File: config.mk
export PLATFORM = sky130hd
export DESIGN_NAME = i2c_target_regif
export DESIGN_NICKNAME = d
export VERILOG_FILES = /design/src/rtl/i2c_pkg.sv /design/src/rtl/i2c_line_filter.sv /design/src/rtl/i2c_target_regif.sv
export SDC_FILE = /design/constraint.sdc
export NUM_CORES = 1
export LEC_CHECK = 0
export BUFFER_PORTS_ARGS = -buffer_cell sky130_fd_sc_hd__buf_2
export CAP_MARGIN = 25
export CELL_PAD_IN_SITES_DETAIL_PLACEMENT = 2
export CELL_PAD_IN_SITES_GLOBAL_PLACEMENT = 2
export CORE_MARGIN = 2
export CORE_UTILIZATION = 30
export DETAILED_ROUTE_END_ITERATION = 12
export PLACE_DENSITY = 0.77
export SETUP_SLACK_MARGIN = 0.15
export SLEW_MARGIN = 20
export SYNTH_ARGS = -nofsm -noshare
export SYNTH_HDL_FRONTEND = slang
export SYNTH_HIERARCHICAL = 1
export SYNTH_SLANG_ARGS = --single-unit
export TNS_END_PERCENT = 5
File: constraint.sdc
create_clock -name clk -period 2.85 [get_ports clk]
set_input_delay 0.855 -clock clk [delete_from_list [all_inputs] [get_ports clk]]
set_output_delay 0.855 -clock clk [all_outputs]
set_load 0.03 [all_outputs]
File: src/rtl/i2c_pkg.sv
// Shared constants for the I2C target: FSM state encoding, ACK/NACK levels and filter default.
package i2c_pkg;

  localparam int unsigned DEFAULT_FILTER_LEN = 3;

  localparam logic I2C_ACK  = 1'b0;
  localparam logic I2C_NACK = 1'b1;

  typedef logic [3:0] state_t;

  localparam state_t StIdle     = 4'd0;
  localparam state_t StAddr     = 4'd1;
  localparam state_t StAddrAck  = 4'd2;
  localparam state_t StPtr      = 4'd3;
  localparam state_t StPtrAck   = 4'd4;
  localparam state_t StWdata    = 4'd5;
  localparam state_t StWdataAck = 4'd6;
  localparam state_t StRdata    = 4'd7;
  localparam state_t StRdataAck = 4'd8;

endpackage

File: src/rtl/i2c_line_filter.sv
// Two-flop synchronizer, consecutive-sample glitch filter and edge detect for one I2C line.
module i2c_line_filter #(
  parameter int unsigned FILTER_LEN = 3
) (
  input  logic clk,
  input  logic reset,
  input  logic raw,
  output logic level,
  output logic rise,
  output logic fall
);

  localparam int unsigned CntW = $clog2(FILTER_LEN + 1);

  logic            sync1_q, sync2_q;
  logic            level_q, rise_q, fall_q;
  logic [CntW-1:0] cnt_q;

  // A new level is accepted only after FILTER_LEN consecutive differing samples.
  always_ff @(posedge clk) begin
    if (reset) begin
      sync1_q <= 1'b1;
      sync2_q <= 1'b1;
      level_q <= 1'b1;
      rise_q  <= 1'b0;
      fall_q  <= 1'b0;
      cnt_q   <= '0;
    end else begin
      sync1_q <= raw;
      sync2_q <= sync1_q;
      rise_q  <= 1'b0;
      fall_q  <= 1'b0;
      if (sync2_q == level_q) begin
        cnt_q <= '0;
      end else if (cnt_q == CntW'(FILTER_LEN - 1)) begin
        level_q <= sync2_q;
        cnt_q   <= '0;
        rise_q  <= sync2_q;
        fall_q  <= ~sync2_q;
      end else begin
        cnt_q <= cnt_q + 1'b1;
      end
    end
  end

  assign level = level_q;
  assign rise  = rise_q;
  assign fall  = fall_q;

endmodule

File: src/rtl/i2c_target_regif.sv
// I2C target with an 8-bit auto-incrementing register-pointer interface to a local register file.
module i2c_target_regif
  import i2c_pkg::*;
#(
  parameter logic [6:0]  TARGET_ADDR = 7'h3C,
  parameter int unsigned FILTER_LEN  = DEFAULT_FILTER_LEN
) (
  input  logic       clk,
  input  logic       reset,
  input  logic       scl_in,
  input  logic       sda_in,
  output logic       sda_pull_low,
  output logic [7:0] reg_ptr,
  output logic       wr_en,
  output logic [7:0] wr_data,
  output logic       rd_req,
  input  logic [7:0] rd_data,
  output logic       busy,
  output logic       nack_seen
);

  logic scl_lvl, scl_rise, scl_fall;
  logic sda_lvl, sda_rise, sda_fall;

  i2c_line_filter #(.FILTER_LEN(FILTER_LEN)) u_scl_filter (
    .clk   (clk),
    .reset (reset),
    .raw   (scl_in),
    .level (scl_lvl),
    .rise  (scl_rise),
    .fall  (scl_fall)
  );

  i2c_line_filter #(.FILTER_LEN(FILTER_LEN)) u_sda_filter (
    .clk   (clk),
    .reset (reset),
    .raw   (sda_in),
    .level (sda_lvl),
    .rise  (sda_rise),
    .fall  (sda_fall)
  );

  logic start_det, stop_det;
  assign start_det = sda_fall & scl_lvl;
  assign stop_det  = sda_rise & scl_lvl;

  state_t     state_q, state_d;
  logic [7:0] shift_q, shift_d;
  logic [3:0] cnt_q, cnt_d;
  logic       pull_q, pull_d;
  logic [7:0] ptr_q, ptr_d;
  logic       wr_en_q, wr_en_d;
  logic [7:0] wr_data_q, wr_data_d;
  logic       rd_req_q, rd_req_d;
  logic       rd_dly_q;
  logic       busy_q, busy_d;
  logic       nack_q, nack_d;
  logic       rw_q, rw_d;
  logic [7:0] rx_byte;

  assign rx_byte = {shift_q[6:0], sda_lvl};

  // Next-state logic: bus conditions first, then per-state bit handling on SCL edges.
  // In the ACK states cnt_q=8 means "ACK not yet driven", cnt_q=9 means "9th clock seen".
  always_comb begin
    state_d   = state_q;
    shift_d   = shift_q;
    cnt_d     = cnt_q;
    pull_d    = pull_q;
    ptr_d     = ptr_q;
    wr_data_d = wr_data_q;
    busy_d    = busy_q;
    rw_d      = rw_q;
    wr_en_d   = 1'b0;
    rd_req_d  = 1'b0;
    nack_d    = 1'b0;

    // Register file answers exactly two clocks after rd_req.
    if (rd_dly_q) shift_d = rd_data;

    if (start_det) begin
      state_d = StAddr;
      cnt_d   = 4'd0;
      shift_d = 8'd0;
      pull_d  = 1'b0;
    end else if (stop_det) begin
      state_d = StIdle;
      pull_d  = 1'b0;
      busy_d  = 1'b0;
    end else begin
      case (state_q)
        StAddr, StPtr, StWdata: begin
          if (scl_rise) begin
            shift_d = rx_byte;
            cnt_d   = cnt_q + 4'd1;
            if (cnt_q == 4'd7) begin
              if (state_q == StAddr) begin
                if (rx_byte[7:1] == TARGET_ADDR) begin
                  state_d = StAddrAck;
                  busy_d  = 1'b1;
                  rw_d    = rx_byte[0];
                end else begin
                  state_d = StIdle;
                end
              end else if (state_q == StPtr) begin
                ptr_d   = rx_byte;
                state_d = StPtrAck;
              end else begin
                wr_data_d = rx_byte;
                wr_en_d   = 1'b1;
                state_d   = StWdataAck;
              end
            end
          end
        end
        StAddrAck, StPtrAck, StWdataAck: begin
          if (scl_rise) begin
            cnt_d    = 4'd9;
            rd_req_d = (state_q == StAddrAck) && rw_q;
          end else if (scl_fall) begin
            if (cnt_q == 4'd8) begin
              pull_d = 1'b1;
              if (state_q == StWdataAck) ptr_d = ptr_q + 8'd1;
            end else if (cnt_q == 4'd9) begin
              cnt_d = 4'd0;
              if ((state_q == StAddrAck) && rw_q) begin
                state_d = StRdata;
                pull_d  = ~shift_q[7];
              end else begin
                state_d = (state_q == StAddrAck) ? StPtr : StWdata;
                pull_d  = 1'b0;
              end
            end
          end
        end
        StRdata: begin
          if (scl_rise) begin
            cnt_d = cnt_q + 4'd1;
          end else if (scl_fall) begin
            if (cnt_q == 4'd8) begin
              pull_d  = 1'b0;
              state_d = StRdataAck;
            end else begin
              pull_d = ~shift_q[3'(4'd7 - cnt_q)];
            end
          end
        end
        StRdataAck: begin
          if (scl_rise) begin
            if (sda_lvl == I2C_ACK) begin
              ptr_d    = ptr_q + 8'd1;
              rd_req_d = 1'b1;
              state_d  = StRdata;
              cnt_d    = 4'd0;
            end else begin
              nack_d  = 1'b1;
              state_d = StIdle;
            end
          end
        end
        default: ;
      endcase
    end
  end

  // State and output registers.
  always_ff @(posedge clk) begin
    if (reset) begin
      state_q   <= StIdle;
      shift_q   <= 8'd0;
      cnt_q     <= 4'd0;
      pull_q    <= 1'b0;
      ptr_q     <= 8'd0;
      wr_en_q   <= 1'b0;
      wr_data_q <= 8'd0;
      rd_req_q  <= 1'b0;
      rd_dly_q  <= 1'b0;
      busy_q    <= 1'b0;
      nack_q    <= 1'b0;
      rw_q      <= 1'b0;
    end else begin
      state_q   <= state_d;
      shift_q   <= shift_d;
      cnt_q     <= cnt_d;
      pull_q    <= pull_d;
      ptr_q     <= ptr_d;
      wr_en_q   <= wr_en_d;
      wr_data_q <= wr_data_d;
      rd_req_q  <= rd_req_d;
      rd_dly_q  <= rd_req_q;
      busy_q    <= busy_d;
      nack_q    <= nack_d;
      rw_q      <= rw_d;
    end
  end

  // Reset gates the SDA driver directly so the bus is released without waiting for a clock.
  assign sda_pull_low = pull_q & ~reset;
  assign reg_ptr      = ptr_q;
  assign wr_en        = wr_en_q;
  assign wr_data      = wr_data_q;
  assign rd_req       = rd_req_q;
  assign busy         = busy_q;
  assign nack_seen    = nack_q;

endmodule

==> results.json <==
{
  "core_area_sq_um": 9110,
  "htreeDepth": 2,
  "sequential_cell_area_sq_um": 1060,
  "timing.critical_path.from_type": "flop",
  "crit_arrival_ns": 2.66,
  "area_growth_pct": 13.7,
  "grt_pass1_vias": 2534,
  "antenna_cells": 0,
  "holdCritStartpoint": "u_sda_filter/sync1_q",
  "clock_sink_count": 53,
  "clock_skew_ns": 0.00729,
  "number_of_cell_instances_on_the_worst_register_to_register_path": 5,
  "timing.slew.headroom": 0.510,
  "groute.layer.met1.usage": 0.234,
  "clkLatencyLatePin_ns": 0.31,
  "placed_cell_area_sq_um": 3060,
  "report.final.hold_viol_count": 0,
  "grt_util_met3": 0.0230,
  "gr-usage-all-layers": 0.172,
  "cts_post_setup_buffers_inserted": 0,
  "worst_ir_drop_vdd_v": 0.000196,
  "power-per-cell-area_nw_per_um2": 462,
  "dr.first_iter.drc_count": 148,
  "end_kind": "flop",
  "mappedNetlistNets": 320,
  "worstHoldEndpoint": "u_sda_filter/sync2_q",
  "fillers": 1057,
  "drt-vias-per-instance": 5.55,
  "crit_required_ns": 3.06,
  "yosys_register_bits": 53,
  "route.detailed.wl_per_inst_microns": 19.2,
  "min-delay-path-class": "reg2reg",
  "post_synth_inst_count": 302,
  "grt_remaining_overflow": 0,
  "synth.yosys.seq_area_share": 0.381,
  "tns_ns": 0,
  "drtAntennaViolNets": 0,
  "dieArea_sq_um": 10100,
  "final_max_slew_viol_count": 0,
  "hpwlAfterDp_microns": 6080,
  "route.vias.total": 2446,
  "cap_viol_max_count": 0,
  "grt_antenna_before_repair": 0,
  "gp_routability_congestion": 0.835,
  "wl_microns": 8450,
  "multi_input_area_sq_um": 1630,
  "worstPathMaxFanout": 16,
  "detail_route.drc_violations": 0,
  "total_leakage_power_nw": 1.26,
  "synth.distinct_cells": 57,
  "worst_setup_hold_path_clk_slew_ns": 0.11,
  "tritoncts_clock_tree": "yes",
  "groute.layer.met2.usage": 0.285,
  "yosys_warnings": 6,
  "layout.cells.non_filler": 441,
  "post_cts_hold_buffer_count": 0,
  "r2r-start": "state_q[2]",
  "synth.avg_cell_area_sq_um": 9.22,
  "worst_r2r_endpoint": "state_q[1]",
  "timing.fmax_ghz": 0.407,
  "cts_resized": 0,
  "ios": 33,
  "timing.setup.critical_path_class": "reg2reg",
  "clk_root_buffer_cell": "sky130_fd_sc_hd__clkbuf_8",
  "grt_max_degree": 21,
  "rows": 35,
  "worst-r2r-setup-slack_ns": 0.40,
  "period_share": 0.861,
  "design_area_sq_um": 3170,
  "max-clock-path-buffers": 2,
  "die_w_microns": 100,
  "grt_busiest_layer": "met2",
  "initial_utilization": 0.306,
  "post-place-cells": 434,
  "netlist_area_sq_um": 2790,
  "worst_pin_slew_ns": 0.733,
  "detail_route.first_pass.iterations": 4,
  "fin_nets": 348,
  "finalSetupViolCount": 0,
  "yosys_most_used_dff": "sky130_fd_sc_hd__dfxtp_1",
  "status": "finished, final reports clean",
  "rsz0062_at_grt": "false",
  "grt_pass1_wl_microns": 13700,
  "async_reset_ff_frac": 0,
  "fp.dieH_microns": 100,
  "drive_above_1_share": 0.206,
  "numCtsBuffers": 5,
  "synth_enable_flop_cells": 0,
  "post-route-min-period_ns": 2.45,
  "postLayoutCoreUtil": 0.348,
  "timing.hold.worst_path_depth": 1,
  "numPortBuffers": 32
}
-- power breakdown --
group / switching, mW / total, mW / internal, mW
Combinational: 0.101 / 0.163 / 0.0623
Sequential: 0.0209 / 0.770 / 0.749
Clock: 0.271 / 0.532 / 0.261
-- cell type report --
type                       count  share of cell area
timing repair buffer          39              0.0671
multi-input combinational    225               0.513
clock buffer                   5              0.0217
inverter                       6             0.00711
tap                          111              0.0438
clock inverter                 2              0.0122
sequential                    53               0.335
-- layer usage --
metal | wire length (microns) | up-vias
met3 | 132 | 9
li1 | - | 1166
met1 | 3960 | 1246
met4 | 159 | 0
met5 | 0 | -
met2 | 4190 | 25
-- placed cells by master, fill, tap and decap left out, types with 3 or more instances in the layout --
cell	count
sky130_fd_sc_hd__nor2b_1	9
sky130_fd_sc_hd__nand3_1	8
sky130_fd_sc_hd__mux2_2	3
sky130_fd_sc_hd__nand2b_1	7
sky130_fd_sc_hd__and4bb_2	4
sky130_fd_sc_hd__nand2_1	17
sky130_fd_sc_hd__ha_1	6
sky130_fd_sc_hd__o211ai_1	3
sky130_fd_sc_hd__a21oi_1	17
sky130_fd_sc_hd__dfxtp_1	53
sky130_fd_sc_hd__mux2i_1	26
sky130_fd_sc_hd__o21a_1	4
sky130_fd_sc_hd__a21o_1	3
sky130_fd_sc_hd__a211oi_1	8
sky130_fd_sc_hd__inv_1	6
sky130_fd_sc_hd__clkbuf_8	5
sky130_fd_sc_hd__nor4bb_1	3
sky130_fd_sc_hd__nand4_1	3
sky130_fd_sc_hd__xnor2_1	4
sky130_fd_sc_hd__o21ai_0	9
sky130_fd_sc_hd__buf_2	32
sky130_fd_sc_hd__nor3_1	7
sky130_fd_sc_hd__or2_2	6
sky130_fd_sc_hd__nor2_1	32
sky130_fd_sc_hd__nor4_1	4
sky130_fd_sc_hd__buf_4	7
sky130_fd_sc_hd__a311oi_1	3
-- logic make-up (layout without fill, tap and decap cells) --
family / after synthesis / after routing / synth area share
and+or+nand+nor: 114 / 114 / 0.239
adders and majority gates: 6 / 6 / 0.0270
buffers and inverters: 24 / 52 / 0.0355
muxes: 31 / 31 / 0.122
AOI/OAI and AO/OA: 68 / 68 / 0.177
DFF: 53 / 53 / 0.381
xor gates and xnor gates: 6 / 6 / 0.0189
-- per-stage QoR --
| stage | setup WS [ns] | hold WS (ns) | total power [mW] |
|---|---|---|---|
| finish | 0.396 | 0.421 | 1.47 |
| global route | 0.316 | 0.438 | 1.53 |
| floorplan | 0.546 | 0.389 | 0.895 |
| CTS | 0.437 | 0.424 | 1.48 |
| detailed placement | 0.481 | 0.397 | 0.946 |
| global placement | 0.534 | 0.391 | 0.939 |
-- cells in the mapped netlist (3+ instances only) --
cell type,count,area (sq um)
sky130_fd_sc_hd__mux2i_1,26,260
sky130_fd_sc_hd__nor4_1,4,25.0
sky130_fd_sc_hd__dfxtp_1,53,1060
sky130_fd_sc_hd__nor3_1,7,35.0
sky130_fd_sc_hd__o21a_1,4,30.0
sky130_fd_sc_hd__and4bb_2,4,50.1
sky130_fd_sc_hd__clkbuf_1,13,48.8
sky130_fd_sc_hd__a211oi_1,8,60.1
sky130_fd_sc_hd__o211ai_1,3,22.5
sky130_fd_sc_hd__mux2_2,3,33.8
sky130_fd_sc_hd__o21ai_0,9,45.0
sky130_fd_sc_hd__nand3_1,8,40.0
sky130_fd_sc_hd__or2_2,6,37.5
sky130_fd_sc_hd__ha_1,6,75.1
sky130_fd_sc_hd__nand2b_1,7,43.8
sky130_fd_sc_hd__a21o_1,3,22.5
sky130_fd_sc_hd__xnor2_1,4,35.0
sky130_fd_sc_hd__nand2_1,17,63.8
sky130_fd_sc_hd__inv_1,6,22.5
sky130_fd_sc_hd__nor4bb_1,3,30.0
sky130_fd_sc_hd__nor2_1,32,120
sky130_fd_sc_hd__a311oi_1,3,26.3
sky130_fd_sc_hd__nor2b_1,9,56.3
sky130_fd_sc_hd__nand4_1,3,18.8
sky130_fd_sc_hd__a21oi_1,17,85.1
-- worst max-delay path, cell delays in order (launching register included) --
cell                       delay [ns]
sky130_fd_sc_hd__dfxtp_1         0.74
sky130_fd_sc_hd__nor2_1          0.23
sky130_fd_sc_hd__or4_4           0.55
sky130_fd_sc_hd__a221oi_4        0.38
sky130_fd_sc_hd__nand2_1         0.19
sky130_fd_sc_hd__o221a_1         0.26
-- registers in the layout (all words and copies together) (netlist names), 2 cells and up --
register and count:
reg_ptr 8, shift_q 8, wr_data 8, cnt_q 4, state_q 4, u_scl_filter/cnt_q 2
u_sda_filter/cnt_q 2
-- worst max path at each step --
stage | start | end | cells after the start
final | state_q[2] | state_q[1] | 5
after global routing | state_q[1] | reg_ptr[1] | 6
after CTS | state_q[2] | state_q[1] | 5
after detailed placement | state_q[2] | state_q[1] | 5
after global placement | state_q[2] | state_q[1] | 5
after floorplan | reset | sda_pull_low | 2
Note: power is estimated with default switching activity, not from simulation.
